--- src/rtl/csr_regfile.sv ---
// Machine-mode CSR storage: mstatus/mtvec/mscratch/mepc/mcause plus 64-bit mcycle/minstret.
// Define CSR_COUNTERS_EN to build the counters; without it their addresses are unmapped.
module csr_regfile #(
   parameter int unsigned      WIDTH       = 32,
   parameter logic [WIDTH-1:0] MTVEC_RESET = '0
) (
   input  logic             clk_i,
   input  logic             reset_n_i,
   input  logic [11:0]      csr_addr_i,
   input  logic             csr_we_i,
   input  logic [WIDTH-1:0] csr_wdata_i,
   output logic [WIDTH-1:0] csr_data_o,
   output logic             csr_illegal_o,
   input  logic             retire_i,
   input  logic             trap_i,
   input  logic [WIDTH-1:0] trap_pc_i,
   input  logic [WIDTH-1:0] trap_cause_i,
   input  logic             mret_i,
   output logic [WIDTH-1:0] trap_vector_o,
   output logic [WIDTH-1:0] epc_o,
   output logic             mie_o
);

   localparam logic [11:0] ADDR_MSTATUS  = 12'h300;
   localparam logic [11:0] ADDR_MTVEC    = 12'h305;
   localparam logic [11:0] ADDR_MSCRATCH = 12'h340;
   localparam logic [11:0] ADDR_MEPC     = 12'h341;
   localparam logic [11:0] ADDR_MCAUSE   = 12'h342;
   localparam logic [WIDTH-1:0] ALIGN_MASK = 'h3;

   logic             mie_q, mie_d;
   logic             mpie_q, mpie_d;
   logic [WIDTH-1:0] mtvec_q, mtvec_d;
   logic [WIDTH-1:0] mscratch_q, mscratch_d;
   logic [WIDTH-1:0] mepc_q, mepc_d;
   logic [WIDTH-1:0] mcause_q, mcause_d;
   logic             wr_en;

`ifdef CSR_COUNTERS_EN
   localparam logic [11:0] ADDR_MCYCLE    = 12'hB00;
   localparam logic [11:0] ADDR_MCYCLEH   = 12'hB80;
   localparam logic [11:0] ADDR_MINSTRET  = 12'hB02;
   localparam logic [11:0] ADDR_MINSTRETH = 12'hB82;
   localparam logic [11:0] ADDR_CYCLE     = 12'hC00;
   localparam logic [11:0] ADDR_CYCLEH    = 12'hC80;
   localparam logic [11:0] ADDR_INSTRET   = 12'hC02;
   localparam logic [11:0] ADDR_INSTRETH  = 12'hC82;
   localparam logic [2*WIDTH-1:0] CNT_ONE = 1;

   logic [2*WIDTH-1:0] mcycle_q, mcycle_d;
   logic [2*WIDTH-1:0] minstret_q, minstret_d;
`else
   logic unused_retire;
   assign unused_retire = retire_i;
`endif

   always_comb begin
      csr_data_o    = '0;
      csr_illegal_o = 1'b0;
      case (csr_addr_i)
         ADDR_MSTATUS: begin
            csr_data_o[3] = mie_q;
            csr_data_o[7] = mpie_q;
         end
         ADDR_MTVEC:    csr_data_o = mtvec_q;
         ADDR_MSCRATCH: csr_data_o = mscratch_q;
         ADDR_MEPC:     csr_data_o = mepc_q;
         ADDR_MCAUSE:   csr_data_o = mcause_q;
`ifdef CSR_COUNTERS_EN
         ADDR_MCYCLE,   ADDR_CYCLE:    csr_data_o = mcycle_q[WIDTH-1:0];
         ADDR_MCYCLEH,  ADDR_CYCLEH:   csr_data_o = mcycle_q[2*WIDTH-1:WIDTH];
         ADDR_MINSTRET, ADDR_INSTRET:  csr_data_o = minstret_q[WIDTH-1:0];
         ADDR_MINSTRETH, ADDR_INSTRETH: csr_data_o = minstret_q[2*WIDTH-1:WIDTH];
`endif
         default: csr_illegal_o = 1'b1;
      endcase
      // addr[11:10] == 2'b11 is the architectural read-only CSR range
      if (csr_we_i && (csr_addr_i[11:10] == 2'b11)) csr_illegal_o = 1'b1;
   end

   assign wr_en = csr_we_i & ~csr_illegal_o & ~trap_i & ~mret_i;

   always_comb begin
      mie_d      = mie_q;
      mpie_d     = mpie_q;
      mtvec_d    = mtvec_q;
      mscratch_d = mscratch_q;
      mepc_d     = mepc_q;
      mcause_d   = mcause_q;
`ifdef CSR_COUNTERS_EN
      mcycle_d   = mcycle_q + CNT_ONE;
      minstret_d = minstret_q + (retire_i ? CNT_ONE : '0);
`endif
      if (trap_i) begin
         mepc_d   = trap_pc_i & ~ALIGN_MASK;
         mcause_d = trap_cause_i;
         mpie_d   = mie_q;
         mie_d    = 1'b0;
      end else if (mret_i) begin
         mie_d  = mpie_q;
         mpie_d = 1'b1;
      end else if (wr_en) begin
         case (csr_addr_i)
            ADDR_MSTATUS: begin
               mie_d  = csr_wdata_i[3];
               mpie_d = csr_wdata_i[7];
            end
            ADDR_MTVEC:     mtvec_d    = csr_wdata_i & ~ALIGN_MASK;
            ADDR_MSCRATCH:  mscratch_d = csr_wdata_i;
            ADDR_MEPC:      mepc_d     = csr_wdata_i & ~ALIGN_MASK;
            ADDR_MCAUSE:    mcause_d   = csr_wdata_i;
`ifdef CSR_COUNTERS_EN
            // a counter write replaces the increment for the whole counter that cycle
            ADDR_MCYCLE:    mcycle_d   = {mcycle_q[2*WIDTH-1:WIDTH], csr_wdata_i};
            ADDR_MCYCLEH:   mcycle_d   = {csr_wdata_i, mcycle_q[WIDTH-1:0]};
            ADDR_MINSTRET:  minstret_d = {minstret_q[2*WIDTH-1:WIDTH], csr_wdata_i};
            ADDR_MINSTRETH: minstret_d = {csr_wdata_i, minstret_q[WIDTH-1:0]};
`endif
            default: ;
         endcase
      end
   end

   always_ff @(posedge clk_i) begin
      if (!reset_n_i) begin
         mie_q      <= 1'b0;
         mpie_q     <= 1'b0;
         mtvec_q    <= MTVEC_RESET & ~ALIGN_MASK;
         mscratch_q <= '0;
         mepc_q     <= '0;
         mcause_q   <= '0;
`ifdef CSR_COUNTERS_EN
         mcycle_q   <= '0;
         minstret_q <= '0;
`endif
      end else begin
         mie_q      <= mie_d;
         mpie_q     <= mpie_d;
         mtvec_q    <= mtvec_d;
         mscratch_q <= mscratch_d;
         mepc_q     <= mepc_d;
         mcause_q   <= mcause_d;
`ifdef CSR_COUNTERS_EN
         mcycle_q   <= mcycle_d;
         minstret_q <= minstret_d;
`endif
      end
   end

   assign trap_vector_o = mtvec_q;
   assign epc_o         = mepc_q;
   assign mie_o         = mie_q;

endmodule

--- config.mk ---
export PLATFORM = sky130hd
export DESIGN_NAME = csr_regfile
export DESIGN_NICKNAME = d
export VERILOG_FILES = /design/src/rtl/csr_regfile.sv
export SDC_FILE = /design/constraint.sdc
export NUM_CORES = 1
export LEC_CHECK = 0
export CORE_UTILIZATION = 40
export DETAILED_ROUTE_END_ITERATION = 10
export GPL_ROUTABILITY_DRIVEN = 0
export PLACE_DENSITY = 0.72
export SLEW_MARGIN = 20
export SYNTH_ARGS = -nofsm -noshare
export SYNTH_HDL_FRONTEND = slang
export SYNTH_SLANG_ARGS = --single-unit
--- constraint.sdc ---
create_clock -name clk_i -period 2.2 [get_ports clk_i]
set_input_delay 0.33 -clock clk_i [delete_from_list [all_inputs] [get_ports clk_i]]
set_output_delay 0.33 -clock clk_i [all_outputs]
set_load 0.01 [all_outputs]
* Word-level counts from Yosys, hierarchy flattened
Cells that the tools add are included.
Widths: inputs -> output; s select.
** Storage, ports and cells
- Flip-flop bits (word level) :: 126
- Bits in writable memories :: 0
- Output and inout port bits :: 98
- Bits in latches :: 0
- Memories :: 0
- Memory bits (read-only) :: 0
- Bits of input ports :: 114
- Logic and storage cells :: 58
** Operators by class
- Bitwise logic cells :: 7
- Add/sub/neg operators :: 0
- Multiply operators :: 0
- Divide/modulo/power cells :: 0
- Shift operators :: 0
- Reductions and logical operators :: 16
- Magnitude comparators :: 0
- Equality and inequality tests :: 7
- Multiplexer cells :: 22
** Operators with widths (count)
- $mux 32 :: 8
- $pmux 24 s4 :: 1
- $eq 12x10->1 const B :: 5
- $pmux 3 s4 :: 2
- $pmux 1 s5 :: 2
- $reduce_bool 2->1 :: 5
- $mux 1 :: 9
- $reduce_and 4->1 :: 2
- $reduce_and 3->1 :: 2
- $reduce_bool 3->1 :: 2
- $reduce_or 5->1 :: 1
- $not 1->1 :: 4
- $reduce_and 2->1 :: 2
- $and 1x1->1 :: 3
- $eq 2x2->1 const B :: 1
- $ne 2x2->1 const B :: 1
- $reduce_or 2->1 :: 1
- $logic_and 1x1->1 :: 1

* Depth between registers and ports, before layout
- Word-level depth :: 11
- Mapped depth :: 7
- Depth with buffers taken out :: 4

* Worst setup path after synthesis
No wires, ideal clock.
- Path type :: input to output
- Start :: input port csr_addr_i[2]
- End :: output port csr_data_o[28]
- Data required time :: 1870 ps
- Buffers on the path :: 2
- Arrival :: 1756 ps
- Cell stages on the path :: 6
- Path slack :: 114 ps
- Cells stage by stage :: buf_2 > or3b_4 > nor3b_2 > buf_2 > a22oi_1 > o21ai_0
** Between the ends
- Longest elaborated chain between the ends :: 2
- Elaborated cells between the ends (all ways) :: 5
- Those cells by class :: 4 x eq/ne; 1 x mux
** RTL lines
- start, declared :: RTL line 9 : input logic [11:0] csr_addr_i,
- $eq 12x10->1 :: RTL line 60 : case (csr_addr_i)
- $pmux 24 s4 * :: RTL line 60
- end, declared :: RTL line 12 : output logic [WIDTH-1:0] csr_data_o,
Mark *: on every way between the ends. The rest lies on a longest branch, timed or not.

* Worst setup path after layout
- Start :: input port csr_addr_i[3]
- End :: output port csr_data_o[16]
Same word-level chain as after synthesis.

==> metrics.cfg <==
[status]
outcome=finished with violations
violations=design-rule violations, negative setup slack

[yosys]
synth_cell_types=43
yosys_most_used_dff=dfxtp_1
synth_cells=756
synth_edf_count=0
synth_commonest_cells=126 x dfxtp_1, 125 x nand2_1, 63 x o21ai_0
avgSynthCellArea_sq_um=8.16
synth_area_sq_um=6170
async_flop_share_pct=0
yosysWarnings=0
ys_ff_latch=126
synth_area_leaders=dfxtp_1 41%, nand2_1 7.6%, a22oi_1 6.7%, mux2i_1 6.0%, o21ai_0 5.1%
synth.top_cell.area_share_pct=40.9
yosysSeqAreaShare_pct=40.9
synth_top_area_cell=dfxtp_1
synth.most_common_cell=dfxtp_1

[final_layout]
areaGrowthSynthToFinish_pct=56.0
layout.cells.non_filler=1177
final_cell_area_sq_um=9620
drive_gt1_share_pct=19.0
fin_util_pct=63.5
nets=1088

[detailed_routing]
wl_per_cell_um=20.5
totalWireLength_um=24200
drtPass1Iterations=9
post-route-drc-count=2
ant_nets=0
vias=6879
viasPerCell=5.84
drt_first_iter_violations=471

[critical_path]
crit_path_frequent_cell=buf_6
crit_type=primary input to output port
r2r_start=mcause_q[3]$_SDFFE_PN0P_
crit_arrival_ns=1.91
critPathMaxFanout=6
critPathLaunch=csr_addr_i[3]
cp-start-kind=primary input
critical_path.endpoint_type=output port
crit_path_cell_trace=buf_6 > or3b_4 > nor3b_4 > buf_6 > buf_12 > clkbuf_16 > a22oi_2 > o22ai_1 > buf_2
cp_slowest_stage_delay_ns=0.41
crit_slowest_cell=or3b_4
cp.required_ns=1.87
r2r_slack_ns=1.37
cpLargestDelayFamily=simple AND/OR/NAND/NOR gates
critPathBufInv=5

[global_routing]
grt_antenna_before_repair=2
grt_max_degree=87
gr-usage-all-layers_pct=29.7
grt_pass1_vias=6619
grt_overflow_total=0
grt_pass1_wl_um=36400

[clock_network]
cts_buffers=17
cts_tree=built
cts_max_level=4
postCtsHoldBufs=0
clockBufferDepth=2
cts-root-buf=clkbuf_16
cts_sinks=126
clk_latency_ns=0.41
clkTransAtPathRegs_ns=0.06

[pwr]
p_per_area_nw_per_um2=668
p_leak_uw=0.00375
vdd_drop_max_v=0.000538
totalPowerFinal_uw=6430

[placement]
port_buffers=204
dp_hpwl_um=15800
place_area_sq_um=8670
dp.cells=1132

[floorplanning]
row_count=45
pin_count=212
start_util_pct=40.7
core_sq_um=15100
die_w_um=126
die-area_sq_um=15900
die_y_um=126

[sta]
fin_setup_tns_ns=-0.0537
fin_ws_ns=-0.0381
hold_viol_final=0
fin_crit_ns=2.24
rsz0062_at_grt=yes
fin_crit_sh_pct=102
setup_viol=3
drv_slew=0
fmax_ghz=0.447
skew_ns=0.00597

[flow_run]
maxCapViolCount=0

[min_path]
min_from=reset_n_i
hold_class=primary input to flip-flop

## sequential cells by signal (all words and copies together), names as in the netlist
signal,count
epc_o,30
mie_o,1
trap_vector_o,30
mcause_q,32
mscratch_q,32
mpie_q,1
## metal layers
metal | wire (um) | vias up | global-route usage, %
met1 | 10400 | 3292 | 38.1
met3 | 1700 | 51 | 6.63
li1 | - | 3204 | -
met4 | 657 | 0 | 12.9
met2 | 11400 | 332 | 47.8
met5 | 0 | - | 0
## path summary, 6_finish.rpt
check	end	depth (start not counted)
max	csr_data_o[16]	9
min	mscratch_q[3]$_SDFFE_PN0P_	3
max reg2reg	mcause_q[3]$_SDFFE_PN0P_	2
min reg2reg	mscratch_q[26]$_SDFFE_PN0P_	2
## layout by cell type (no fill, tap or decap), drive strengths merged, types with 4 or more instances in the layout
cell / count
clkdlybuf4s50: 158
dfxtp: 126
nand2: 125
buf: 110
o21ai: 63
a21oi: 62
a22oi: 55
nor2: 38
mux2i: 37
nor3: 35
a211oi: 30
o211a: 30
o22ai: 28
clkbuf: 20
bufinv: 6
dlygate4sd2: 6
inv: 5
nand4: 4
nor4b: 4
conb: 4
clkinv: 4
## cells by family after synthesis
group	count (synthesis)	share of synthesized area, %
buffers and inverters	87	6.45
other	1	0.0608
DFF	126	40.9
AOI/OAI and AO/OA	277	29.5
adders and majority gates	1	0.162
muxes	37	6.01
and+or+nand+nor	227	16.9
## tightest hold or removal path: stages
cell    delay (ns)
buf_2         0.13
inv_2         0.14
nor2_1        0.12
## area by class of cell
| type | instances | area [sq um] |
|---|---|---|
| antenna | 2 | 5.00 |
| inverter | 4 | 15.0 |
| multi-input combinational | 546 | 3460 |
| clock inverter | 14 | 239 |
| timing repair buffer | 279 | 2700 |
| fill | 1309 | 5530 |
| clock buffer | 18 | 439 |
| sequential | 126 | 2520 |
| tap | 188 | 235 |
## power by group
| part | internal [uW] | switching [uW] |
|---|---|---|
| Clock | 2160 | 1070 |
| Sequential | 2370 | 62.3 |
| Combinational | 415 | 354 |
## what timing repair did
item | in CTS | in global routing
setup endpoints to repair | 33 | 33
buffers inserted | 6 | 1
gates cloned | 3 | 1
resized for setup | 176 | 34
pin swaps | 21 | 40
hold endpoints to repair | 0 | 0
## per-stage QoR
step | worst slack (ns) | hold slack (ns)
after global routing | -0.0609 | 0.340
after global placement | -0.623 | 0.438
after floorplan | 0.114 | 0.431
final | -0.0381 | 0.351
after detailed placement | -0.701 | 0.445
after CTS | -0.0250 | 0.329
Power figures use the tool's default switching activity.
